`config.mk`:
```
export PLATFORM = sky130hd
export DESIGN_NAME = int_issue_select_flat
export DESIGN_NICKNAME = d
export VERILOG_FILES = /design/src/rtl/int_issue_select_if.sv /design/src/rtl/int_issue_select.sv /design/src/flat_wrapper.sv
export SDC_FILE = /design/constraint.sdc
export NUM_CORES = 1
export LEC_CHECK = 0
export ABC_AREA = 1
export BUFFER_PORTS_ARGS = -buffer_cell sky130_fd_sc_hd__buf_2
export CAP_MARGIN = 25
export CORE_AREA = 3 3 344 346
export DETAILED_ROUTE_END_ITERATION = 8
export DIE_AREA = 0 0 347 349
export MAX_ROUTING_LAYER = met4
export PLACE_DENSITY = 0.3
export SYNTH_ARGS = -nofsm -noshare
export SYNTH_HDL_FRONTEND = slang
export SYNTH_SLANG_ARGS = --single-unit
```
`constraint.sdc`:
```
create_clock -name clk -period 13.9 [get_ports clk]
set_input_delay 1.39 -clock clk [delete_from_list [all_inputs] [get_ports clk]]
set_output_delay 1.39 -clock clk [all_outputs]
set_load 0.02 [all_outputs]
```
`src/rtl/int_issue_select_if.sv`:
```
// Issue-register bus between the integer issue select stage and the ALU.
//
// Signals:
//   ex_valid              issue register holds a valid op
//   ex_ready              ALU accepts the issue register this cycle
//   ex_src1, ex_src2      physical source register indices
//   ex_immediate_data     immediate operand
//   ex_alu_ctl            ALU operation code
//   ex_is_branch          op is a branch
//   ex_prediction         branch prediction bit (1 = taken)
//   ex_recovery_target    branch recovery address
//   ex_uses_rs/rt/immediate  operand usage flags
//   ex_active_list_id     active-list tag of the op
//
// Modports: master = issue stage (drives ex_*, reads ex_ready),
//           slave  = ALU (reads ex_*, drives ex_ready).
interface int_issue_select_if #(
    parameter int ALIST_IDX = 6,
    parameter int PREG_IDX  = 6,
    parameter int DATA_W    = 32
);
    logic                 ex_valid;
    logic                 ex_ready;
    logic [PREG_IDX-1:0]  ex_src1;
    logic [PREG_IDX-1:0]  ex_src2;
    logic [DATA_W-1:0]    ex_immediate_data;
    logic [3:0]           ex_alu_ctl;
    logic                 ex_is_branch;
    logic                 ex_prediction;
    logic [DATA_W-1:0]    ex_recovery_target;
    logic                 ex_uses_rs;
    logic                 ex_uses_rt;
    logic                 ex_uses_immediate;
    logic [ALIST_IDX-1:0] ex_active_list_id;

    modport master (
        output ex_valid,
        output ex_src1,
        output ex_src2,
        output ex_immediate_data,
        output ex_alu_ctl,
        output ex_is_branch,
        output ex_prediction,
        output ex_recovery_target,
        output ex_uses_rs,
        output ex_uses_rt,
        output ex_uses_immediate,
        output ex_active_list_id,
        input  ex_ready
    );

    modport slave (
        input  ex_valid,
        input  ex_src1,
        input  ex_src2,
        input  ex_immediate_data,
        input  ex_alu_ctl,
        input  ex_is_branch,
        input  ex_prediction,
        input  ex_recovery_target,
        input  ex_uses_rs,
        input  ex_uses_rt,
        input  ex_uses_immediate,
        input  ex_active_list_id,
        output ex_ready
    );
endinterface

```
`src/rtl/int_issue_select.sv`:
```
// Integer issue select: picks the oldest ready entry of the integer issue
// queue, clears it from the queue and loads it into a one-entry issue
// register feeding the ALU through a valid/ready handshake.
//
// Ports:
//   clk, rst_n            clock, synchronous active-low reset
//   entry_available_bit   per entry, 1 = free slot
//   ready_bit_src1/2      per entry operand ready flags
//   active_list_id        per entry age tag
//   src1 .. uses_immediate  per entry payload
//   alist_head            id of the oldest in-flight instruction
//   flush                 branch recovery, kills the issue register
//   issue_clear           one-hot of the entry leaving the queue this cycle
//   ex                    issue register bus (master side)
//   stall_cycles          count of cycles the ALU back-pressured a valid op
module int_issue_select #(
    parameter int QUEUE_SIZE = 8,
    parameter int ALIST_IDX  = 6,
    parameter int PREG_IDX   = 6,
    parameter int DATA_W     = 32
) (
    input  logic                                  clk,
    input  logic                                  rst_n,
    input  logic [QUEUE_SIZE-1:0]                 entry_available_bit,
    input  logic [QUEUE_SIZE-1:0]                 ready_bit_src1,
    input  logic [QUEUE_SIZE-1:0]                 ready_bit_src2,
    input  logic [QUEUE_SIZE-1:0][ALIST_IDX-1:0]  active_list_id,
    input  logic [QUEUE_SIZE-1:0][PREG_IDX-1:0]   src1,
    input  logic [QUEUE_SIZE-1:0][PREG_IDX-1:0]   src2,
    input  logic [QUEUE_SIZE-1:0][DATA_W-1:0]     immediate_data,
    input  logic [QUEUE_SIZE-1:0][3:0]            alu_ctl,
    input  logic [QUEUE_SIZE-1:0]                 is_branch,
    input  logic [QUEUE_SIZE-1:0]                 prediction,
    input  logic [QUEUE_SIZE-1:0][DATA_W-1:0]     recovery_target,
    input  logic [QUEUE_SIZE-1:0]                 uses_rs,
    input  logic [QUEUE_SIZE-1:0]                 uses_rt,
    input  logic [QUEUE_SIZE-1:0]                 uses_immediate,
    input  logic [ALIST_IDX-1:0]                  alist_head,
    input  logic                                  flush,
    output logic [QUEUE_SIZE-1:0]                 issue_clear,
    int_issue_select_if.master                    ex,
    output logic [31:0]                           stall_cycles
);

    localparam int         IDX_W      = (QUEUE_SIZE > 1) ? $clog2(QUEUE_SIZE) : 1;
    localparam logic [3:0] ALUCTL_NOP = 4'hF;
    localparam logic       TAKEN      = 1'b1;

    logic [QUEUE_SIZE-1:0]                candidate;
    logic [QUEUE_SIZE-1:0][ALIST_IDX-1:0] age;
    logic                                 found;
    logic [IDX_W-1:0]                     sel_idx;
    logic [ALIST_IDX-1:0]                 best_age;
    logic                                 load;
    logic                                 consume;

    assign candidate = ~entry_available_bit & ready_bit_src1 & ready_bit_src2;

    // Age relative to the head; the subtraction wraps at the tag width so
    // tags that have rolled over past zero still compare as younger.
    always_comb begin
        for (int unsigned i = 0; i < QUEUE_SIZE; i++) begin
            age[i] = active_list_id[i] - alist_head;
        end
    end

    // Strict less-than keeps the lowest index on equal ages.
    always_comb begin
        found    = 1'b0;
        sel_idx  = '0;
        best_age = '0;
        for (int unsigned i = 0; i < QUEUE_SIZE; i++) begin
            if (candidate[i] && (!found || (age[i] < best_age))) begin
                found    = 1'b1;
                sel_idx  = IDX_W'(i);
                best_age = age[i];
            end
        end
    end

    assign consume = ex.ex_valid & ex.ex_ready;
    // rst_n gates the load so the queue never sees a clear during reset.
    assign load    = found & (~ex.ex_valid | ex.ex_ready) & ~flush & rst_n;

    always_comb begin
        issue_clear = '0;
        if (load) begin
            issue_clear[sel_idx] = 1'b1;
        end
    end

    // Issue register: reset, then flush, then load, then drain on consume.
    always_ff @(posedge clk) begin
        if (!rst_n) begin
            ex.ex_valid           <= 1'b0;
            ex.ex_src1            <= '0;
            ex.ex_src2            <= '0;
            ex.ex_immediate_data  <= '0;
            ex.ex_alu_ctl         <= ALUCTL_NOP;
            ex.ex_is_branch       <= 1'b0;
            ex.ex_prediction      <= TAKEN;
            ex.ex_recovery_target <= '0;
            ex.ex_uses_rs         <= 1'b0;
            ex.ex_uses_rt         <= 1'b0;
            ex.ex_uses_immediate  <= 1'b0;
            ex.ex_active_list_id  <= '0;
        end else if (flush) begin
            ex.ex_valid <= 1'b0;
        end else if (load) begin
            ex.ex_valid           <= 1'b1;
            ex.ex_src1            <= src1[sel_idx];
            ex.ex_src2            <= src2[sel_idx];
            ex.ex_immediate_data  <= immediate_data[sel_idx];
            ex.ex_alu_ctl         <= alu_ctl[sel_idx];
            ex.ex_is_branch       <= is_branch[sel_idx];
            ex.ex_prediction      <= prediction[sel_idx];
            ex.ex_recovery_target <= recovery_target[sel_idx];
            ex.ex_uses_rs         <= uses_rs[sel_idx];
            ex.ex_uses_rt         <= uses_rt[sel_idx];
            ex.ex_uses_immediate  <= uses_immediate[sel_idx];
            ex.ex_active_list_id  <= active_list_id[sel_idx];
        end else if (consume) begin
            ex.ex_valid <= 1'b0;
        end
    end

    // Back-pressure counter, saturating rather than wrapping.
    always_ff @(posedge clk) begin
        if (!rst_n) begin
            stall_cycles <= '0;
        end else if (ex.ex_valid && !ex.ex_ready && !flush && (stall_cycles != '1)) begin
            stall_cycles <= stall_cycles + 32'd1;
        end
    end

endmodule

```
`src/flat_wrapper.sv`:
```
// flat-port wrapper written by rule: the top's interface ports become plain ports
module int_issue_select_flat 
#(
    parameter int QUEUE_SIZE = 8,
    parameter int ALIST_IDX  = 6,
    parameter int PREG_IDX   = 6,
    parameter int DATA_W     = 32
)
  (clk, rst_n, entry_available_bit, ready_bit_src1, ready_bit_src2, active_list_id, src1, src2, immediate_data, alu_ctl, is_branch, prediction, recovery_target, uses_rs, uses_rt, uses_immediate, alist_head, flush, issue_clear, stall_cycles, ex_ex_valid, ex_ex_src1, ex_ex_src2, ex_ex_immediate_data, ex_ex_alu_ctl, ex_ex_is_branch, ex_ex_prediction, ex_ex_recovery_target, ex_ex_uses_rs, ex_ex_uses_rt, ex_ex_uses_immediate, ex_ex_active_list_id, ex_ex_ready);
  int_issue_select_if #(.ALIST_IDX(ALIST_IDX), .PREG_IDX(PREG_IDX), .DATA_W(DATA_W)) ex_i ();
  input  logic clk;
  input  logic rst_n;
  input  logic [QUEUE_SIZE-1:0] entry_available_bit;
  input  logic [QUEUE_SIZE-1:0] ready_bit_src1;
  input  logic [QUEUE_SIZE-1:0] ready_bit_src2;
  input  logic [QUEUE_SIZE-1:0][ALIST_IDX-1:0] active_list_id;
  input  logic [QUEUE_SIZE-1:0][PREG_IDX-1:0] src1;
  input  logic [QUEUE_SIZE-1:0][PREG_IDX-1:0] src2;
  input  logic [QUEUE_SIZE-1:0][DATA_W-1:0] immediate_data;
  input  logic [QUEUE_SIZE-1:0][3:0] alu_ctl;
  input  logic [QUEUE_SIZE-1:0] is_branch;
  input  logic [QUEUE_SIZE-1:0] prediction;
  input  logic [QUEUE_SIZE-1:0][DATA_W-1:0] recovery_target;
  input  logic [QUEUE_SIZE-1:0] uses_rs;
  input  logic [QUEUE_SIZE-1:0] uses_rt;
  input  logic [QUEUE_SIZE-1:0] uses_immediate;
  input  logic [ALIST_IDX-1:0] alist_head;
  input  logic flush;
  output logic [QUEUE_SIZE-1:0] issue_clear;
  output logic [31:0] stall_cycles;
  output wire logic [$bits(ex_i.ex_valid)-1:0] ex_ex_valid;
  output wire logic [$bits(ex_i.ex_src1)-1:0] ex_ex_src1;
  output wire logic [$bits(ex_i.ex_src2)-1:0] ex_ex_src2;
  output wire logic [$bits(ex_i.ex_immediate_data)-1:0] ex_ex_immediate_data;
  output wire logic [$bits(ex_i.ex_alu_ctl)-1:0] ex_ex_alu_ctl;
  output wire logic [$bits(ex_i.ex_is_branch)-1:0] ex_ex_is_branch;
  output wire logic [$bits(ex_i.ex_prediction)-1:0] ex_ex_prediction;
  output wire logic [$bits(ex_i.ex_recovery_target)-1:0] ex_ex_recovery_target;
  output wire logic [$bits(ex_i.ex_uses_rs)-1:0] ex_ex_uses_rs;
  output wire logic [$bits(ex_i.ex_uses_rt)-1:0] ex_ex_uses_rt;
  output wire logic [$bits(ex_i.ex_uses_immediate)-1:0] ex_ex_uses_immediate;
  output wire logic [$bits(ex_i.ex_active_list_id)-1:0] ex_ex_active_list_id;
  input wire logic [$bits(ex_i.ex_ready)-1:0] ex_ex_ready;
  assign ex_ex_valid = ex_i.ex_valid;
  assign ex_ex_src1 = ex_i.ex_src1;
  assign ex_ex_src2 = ex_i.ex_src2;
  assign ex_ex_immediate_data = ex_i.ex_immediate_data;
  assign ex_ex_alu_ctl = ex_i.ex_alu_ctl;
  assign ex_ex_is_branch = ex_i.ex_is_branch;
  assign ex_ex_prediction = ex_i.ex_prediction;
  assign ex_ex_recovery_target = ex_i.ex_recovery_target;
  assign ex_ex_uses_rs = ex_i.ex_uses_rs;
  assign ex_ex_uses_rt = ex_i.ex_uses_rt;
  assign ex_ex_uses_immediate = ex_i.ex_uses_immediate;
  assign ex_ex_active_list_id = ex_i.ex_active_list_id;
  assign ex_i.ex_ready = ex_ex_ready;
  int_issue_select #(.QUEUE_SIZE(QUEUE_SIZE), .ALIST_IDX(ALIST_IDX), .PREG_IDX(PREG_IDX), .DATA_W(DATA_W)) u_core (.clk(clk), .rst_n(rst_n), .entry_available_bit(entry_available_bit), .ready_bit_src1(ready_bit_src1), .ready_bit_src2(ready_bit_src2), .active_list_id(active_list_id), .src1(src1), .src2(src2), .immediate_data(immediate_data), .alu_ctl(alu_ctl), .is_branch(is_branch), .prediction(prediction), .recovery_target(recovery_target), .uses_rs(uses_rs), .uses_rt(uses_rt), .uses_immediate(uses_immediate), .alist_head(alist_head), .flush(flush), .issue_clear(issue_clear), .ex(ex_i), .stall_cycles(stall_cycles));
endmodule
```
==> metrics list <==
- Result of the run: completed
- Count of unresolved DRC violations after routing: 0
- Worst-case setup slack after placement: -0.204 ns
- The number of global-route vias before repair is roughly 21000.
* Largest stage delay on the critical path: roughly 0.34 ns
- Measured along the y axis, the die boundary spans 349 µm.
- Slowest cell on crit path: sky130_fd_sc_hd__ha_1
- Netlist area before placement: between 10000 and 15000 µm²
- Placed standard-cell area: approximately 21000 µm²
* Adder and majority gate portion of the synthesized area: 0.0743
- Detail Route Antenna Nets: 0
- Cell count after placement: ~5000
- Number of levels the H-tree was split into: 4
* Count of warnings emitted by yosys: 0
- The core region is 116000 µm².
- Sequential element share of the synthesized area: 0.166
* Worst min-delay path category: reg -> reg
- Largest net degree at the start of global routing: between 100 and 150
- Final cell area excluding filler cells: 21600 µm²
- The worst setup path is captured at an output port.
- Core utilization of the finished layout: 0.187
* Count of final hold-check violations: 0
* Maximum fanout along the worst path: 16
* Total length of routed met3 wires: roughly 5.9 mm
- Synthesis produced ~2800 cells.
- The first TritonRoute pass finished after 6 iterations.
- Counting stages on the worst path, the most repeated cell is sky130_fd_sc_hd__nand2_1.
- After synthesis, the netlist uses 41 different library cells.
- The area fraction in compound gates after synthesis is 0.104.
* NetSw: a little under 1 mW
* Clock tree from TritonCTS: done
- Overall overflow remaining after global route: 0
* Chip Width: 347 µm
- Combinational Power Share: 0.553
* First-pass GRT wire length: approximately 150 mm
- The die covers 121000 µm².
* Gpl congestion: 0.842
- Vias/cell: 4.07
- In the final routed layout, each cell accounts on average for about 22 µm.
- # clock sinks: about 120
* Number of buffers added by the clock tree synthesis step: 17
- R2r worst-path depth: 12
- Via total after detailed routing: 20711
- The average instance in the mapped netlist occupies ~5.4 µm².
* Share of final-layout standard cells stronger than drive strength 1: 0.282
- Critical path start-end classification: in -> out
- Of all flip-flops after synthesis, the portion carrying an async set or reset was 0.
- Period minus WS final: between 10 and 15 ns
- Final Max Tran Viols: 0
- Along the worst hold path, the cell count comes to 2.
- Number of max-cap violations: 0
- Cell Pwr Density: 90.4 nW/µm²
- The floorplan has between 100 and 150 rows.
- The share of total power dissipated in the clock network is 0.247.
* Count of pins on the block boundary: roughly 900
* Least setup slack across all paths after layout: 1.08 ns
* Detail Placement HPWL: roughly 87 mm
* Starting utilization of the core area: 0.129
- Fraction of power spent switching nets: 0.503
* Worst path required time: between 10 and 15 ns
- Overall fraction of global-route tracks in use: 0.180
- The final layout contains between 4000 and 5000 nets.
* First DRT Iteration DRCs: between 1000 and 1500
- Met2 wire length: around 55 mm
* Predominant post-synthesis flop cell: sky130_fd_sc_hd__dfxtp_1
- In this run the register-to-register setup slack is 10.04 ns.
- Detailed-route wire length on metal 1: ~48 mm
* Cell Count, Final, Fillers Out: approximately 5000
- Part of the total power dissipated in sequential elements: 0.200
- After clock tree synthesis, the clock-pin slew on the worst setup and hold paths is roughly 0.070 ns.
- Number of setup violations in the final report: 0
* Wire length after detailed routing: about 110 mm
* Critical path startpoint category: primary input
- The later pin in the worst-skew pair is clocked with a latency of ~0.52 ns.
* Port Buffers: roughly 900
- Measured against its own limit, the worst slew margin works out to 0.369.
* Internal power summed over all cells: approximately 0.97 mW
* Dominant combinational cell family by area after synthesis: simple AND/OR/NAND/NOR gates
- Derived from the worst setup path, the maximum achievable clock frequency is around 78 MHz.
* Synth Register Bits: 124
- Total nets after synthesis: 3600
* Clock tree skew after final layout: roughly 0.030 ns
* RSZ-0062 raised after global routing: no
* Xor-xnor portion of the synthesized cell area: 0.0217
- Final Cycle Share: 0.923
- Syn-to-layout area delta: 44.4%
* Initial antenna violation count: 35
- Data on the critical path arrives at its endpoint at 11.43 ns.
- The portion of synthesized area spent on multiplexers is 0.
* Hold-fix buffer count after cts: 0
- Signal routing reaches up to met4.
* Worst IR drop on VDD: 0.0930 mV
* Buffer type at the clock tree root: sky130_fd_sc_hd__clkbuf_16
- In this run, synthesis inferred 0 flip-flops with an integrated enable.
* Post-synthesis simple-gate area fraction: 0.523
- Summed over all cells, the static leakage comes to about 11 nW.
- Worst-Margin Slew: roughly 0.95 ns
* Clock buffer depth: 2
path summary, 6_finish.rpt:
path	start	to
max	alist_head[2]	issue_clear[5]
min reg2reg	u_core.ex.ex_alu_ctl[1]	u_core.ex.ex_alu_ctl[1]
max reg2reg	u_core.ex.ex_valid	u_core.ex.ex_src2[2]
min	u_core.ex.ex_alu_ctl[1]	u_core.ex.ex_alu_ctl[1]
area by class of cell:
class / instances / area, µm²
multi-input combinational: 2248 / 11000
inverter: 197 / 748
antenna: 31 / 77.6
fill: 13924 / 94100
clock buffer: 17 / 425
timing repair buffer: 928 / 4850
clock inverter: 15 / 144
sequential: 124 / 2480
tap: 1524 / 1910
Yosys cell counts, types with 3 or more instances:
| cell | instances | share of area |
|---|---|---|
| sky130_fd_sc_hd__nand2_1 | 940 | 0.24 |
| sky130_fd_sc_hd__nor3_1 | 14 | 0.0047 |
| sky130_fd_sc_hd__o211ai_1 | 11 | 0.0055 |
| sky130_fd_sc_hd__nand2_2 | 9 | 0.0038 |
| sky130_fd_sc_hd__fa_1 | 8 | 0.011 |
| sky130_fd_sc_hd__o21ai_1 | 20 | 0.0067 |
| sky130_fd_sc_hd__a21oi_1 | 56 | 0.019 |
| sky130_fd_sc_hd__nand3b_1 | 78 | 0.039 |
| sky130_fd_sc_hd__a211oi_1 | 11 | 0.0055 |
| sky130_fd_sc_hd__buf_2 | 84 | 0.028 |
| sky130_fd_sc_hd__o21a_1 | 3 | 0.0015 |
| sky130_fd_sc_hd__ha_1 | 76 | 0.064 |
| sky130_fd_sc_hd__buf_6 | 5 | 0.0038 |
| sky130_fd_sc_hd__and2_1 | 3 | 0.0013 |
| sky130_fd_sc_hd__clkbuf_1 | 70 | 0.018 |
| sky130_fd_sc_hd__nand3_1 | 422 | 0.14 |
| sky130_fd_sc_hd__a31oi_1 | 4 | 0.0017 |
| sky130_fd_sc_hd__o21ai_0 | 175 | 0.059 |
| sky130_fd_sc_hd__o2111ai_1 | 5 | 0.0029 |
| sky130_fd_sc_hd__inv_1 | 196 | 0.049 |
| sky130_fd_sc_hd__buf_1 | 8 | 0.0020 |
| sky130_fd_sc_hd__nor2_1 | 354 | 0.089 |
| sky130_fd_sc_hd__dfxtp_1 | 124 | 0.17 |
| sky130_fd_sc_hd__buf_4 | 18 | 0.0090 |
| sky130_fd_sc_hd__nand4_1 | 4 | 0.0017 |
| sky130_fd_sc_hd__xor2_1 | 35 | 0.021 |
critical path, delay by kind of cell:
family                   cells  cell delay (ns)
adder cells (fa/ha/maj)      8             2.35
AND/OR/NAND/NOR             38             3.85
AO/OA/AOI/OAI               22             3.33
buffers and inverters        4             0.51
layout by cell type (no fill, tap or decap), drive strengths merged, types with 2 or more instances in the layout:
master    synthesis  routed
a211oi           11      11
a21oi            56      56
a31oi             4       4
and2              3       3
and3              2       2
buf             115     927
clkbuf           71      18
clkinv            0       3
clkinvlp          0       3
dfxtp           124     124
diode             0      31
fa                8       8
ha               76      76
inv             197     206
nand2           951     952
nand3           423     423
nand3b           78      78
nand4             4       4
nor2            355     355
nor3             14      14
nor3b             2       2
nor4              2       2
nor4b             2       2
o2111ai           5       5
o211ai           11      11
o21a              3       3
o21ai           196     196
xnor2             2       2
xor2             35      35
sequential cells by signal (all words and copies together) (netlist names):
signal	cells
u_core.ex.ex_active_list_id	6
u_core.ex.ex_alu_ctl	4
u_core.ex.ex_immediate_data	32
u_core.ex.ex_is_branch	1
u_core.ex.ex_prediction	1
u_core.ex.ex_recovery_target	32
u_core.ex.ex_src1	6
u_core.ex.ex_src2	6
u_core.ex.ex_uses_immediate	1
u_core.ex.ex_uses_rs	1
u_core.ex.ex_uses_rt	1
u_core.ex.ex_valid	1
u_core.stall_cycles	32
per-layer routing:
layer | GRT usage | vias to the layer above
met2 | 0.304 | 669
met1 | 0.214 | 9504
met3 | 0.0387 | 79
met4 | 0.0534 | 0
met5 | - | -
li1 | - | 10459
power groups by stage:
stage | logic, mW | clock network [mW] | registers [mW]
after floorplan | 0.608 | 0 | 0.425
after global placement | 1.10 | 0 | 0.398
after detailed placement | 1.09 | 0 | 0.398
after CTS | 1.10 | 0.513 | 0.390
after global routing | 1.22 | 0.521 | 0.393
final | 1.08 | 0.483 | 0.390
timing repair:
action,CTS,global route
pin swaps,0,1
setup endpoints to repair,3,45
gates resized for setup,7,25
buffers inserted,0,4
cloned,0,1
logic make-up (layout without fill, tap and decap cells):
logic type      Yosys count  after routing
simple gates           1836           1837
buf+inv                 383           1157
compound gates          290            290
flops                   124            124
fa+ha+maj                84             84
xor+xnor                 37             37
other cells               0             31
metrics by stage:
step           hold slack [ns]  total power [mW]  setup TNS (ns)
4_1_cts                  0.471              2.00               0
5_1_grt                  0.490              2.13               0
3_3_place_gp             0.450              1.50          -0.413
6_report                 0.470              1.95               0
2_1_floorplan            0.541              1.03               0
3_5_place_dp             0.450              1.49          -0.211
(Power assumes the default switching activity.)
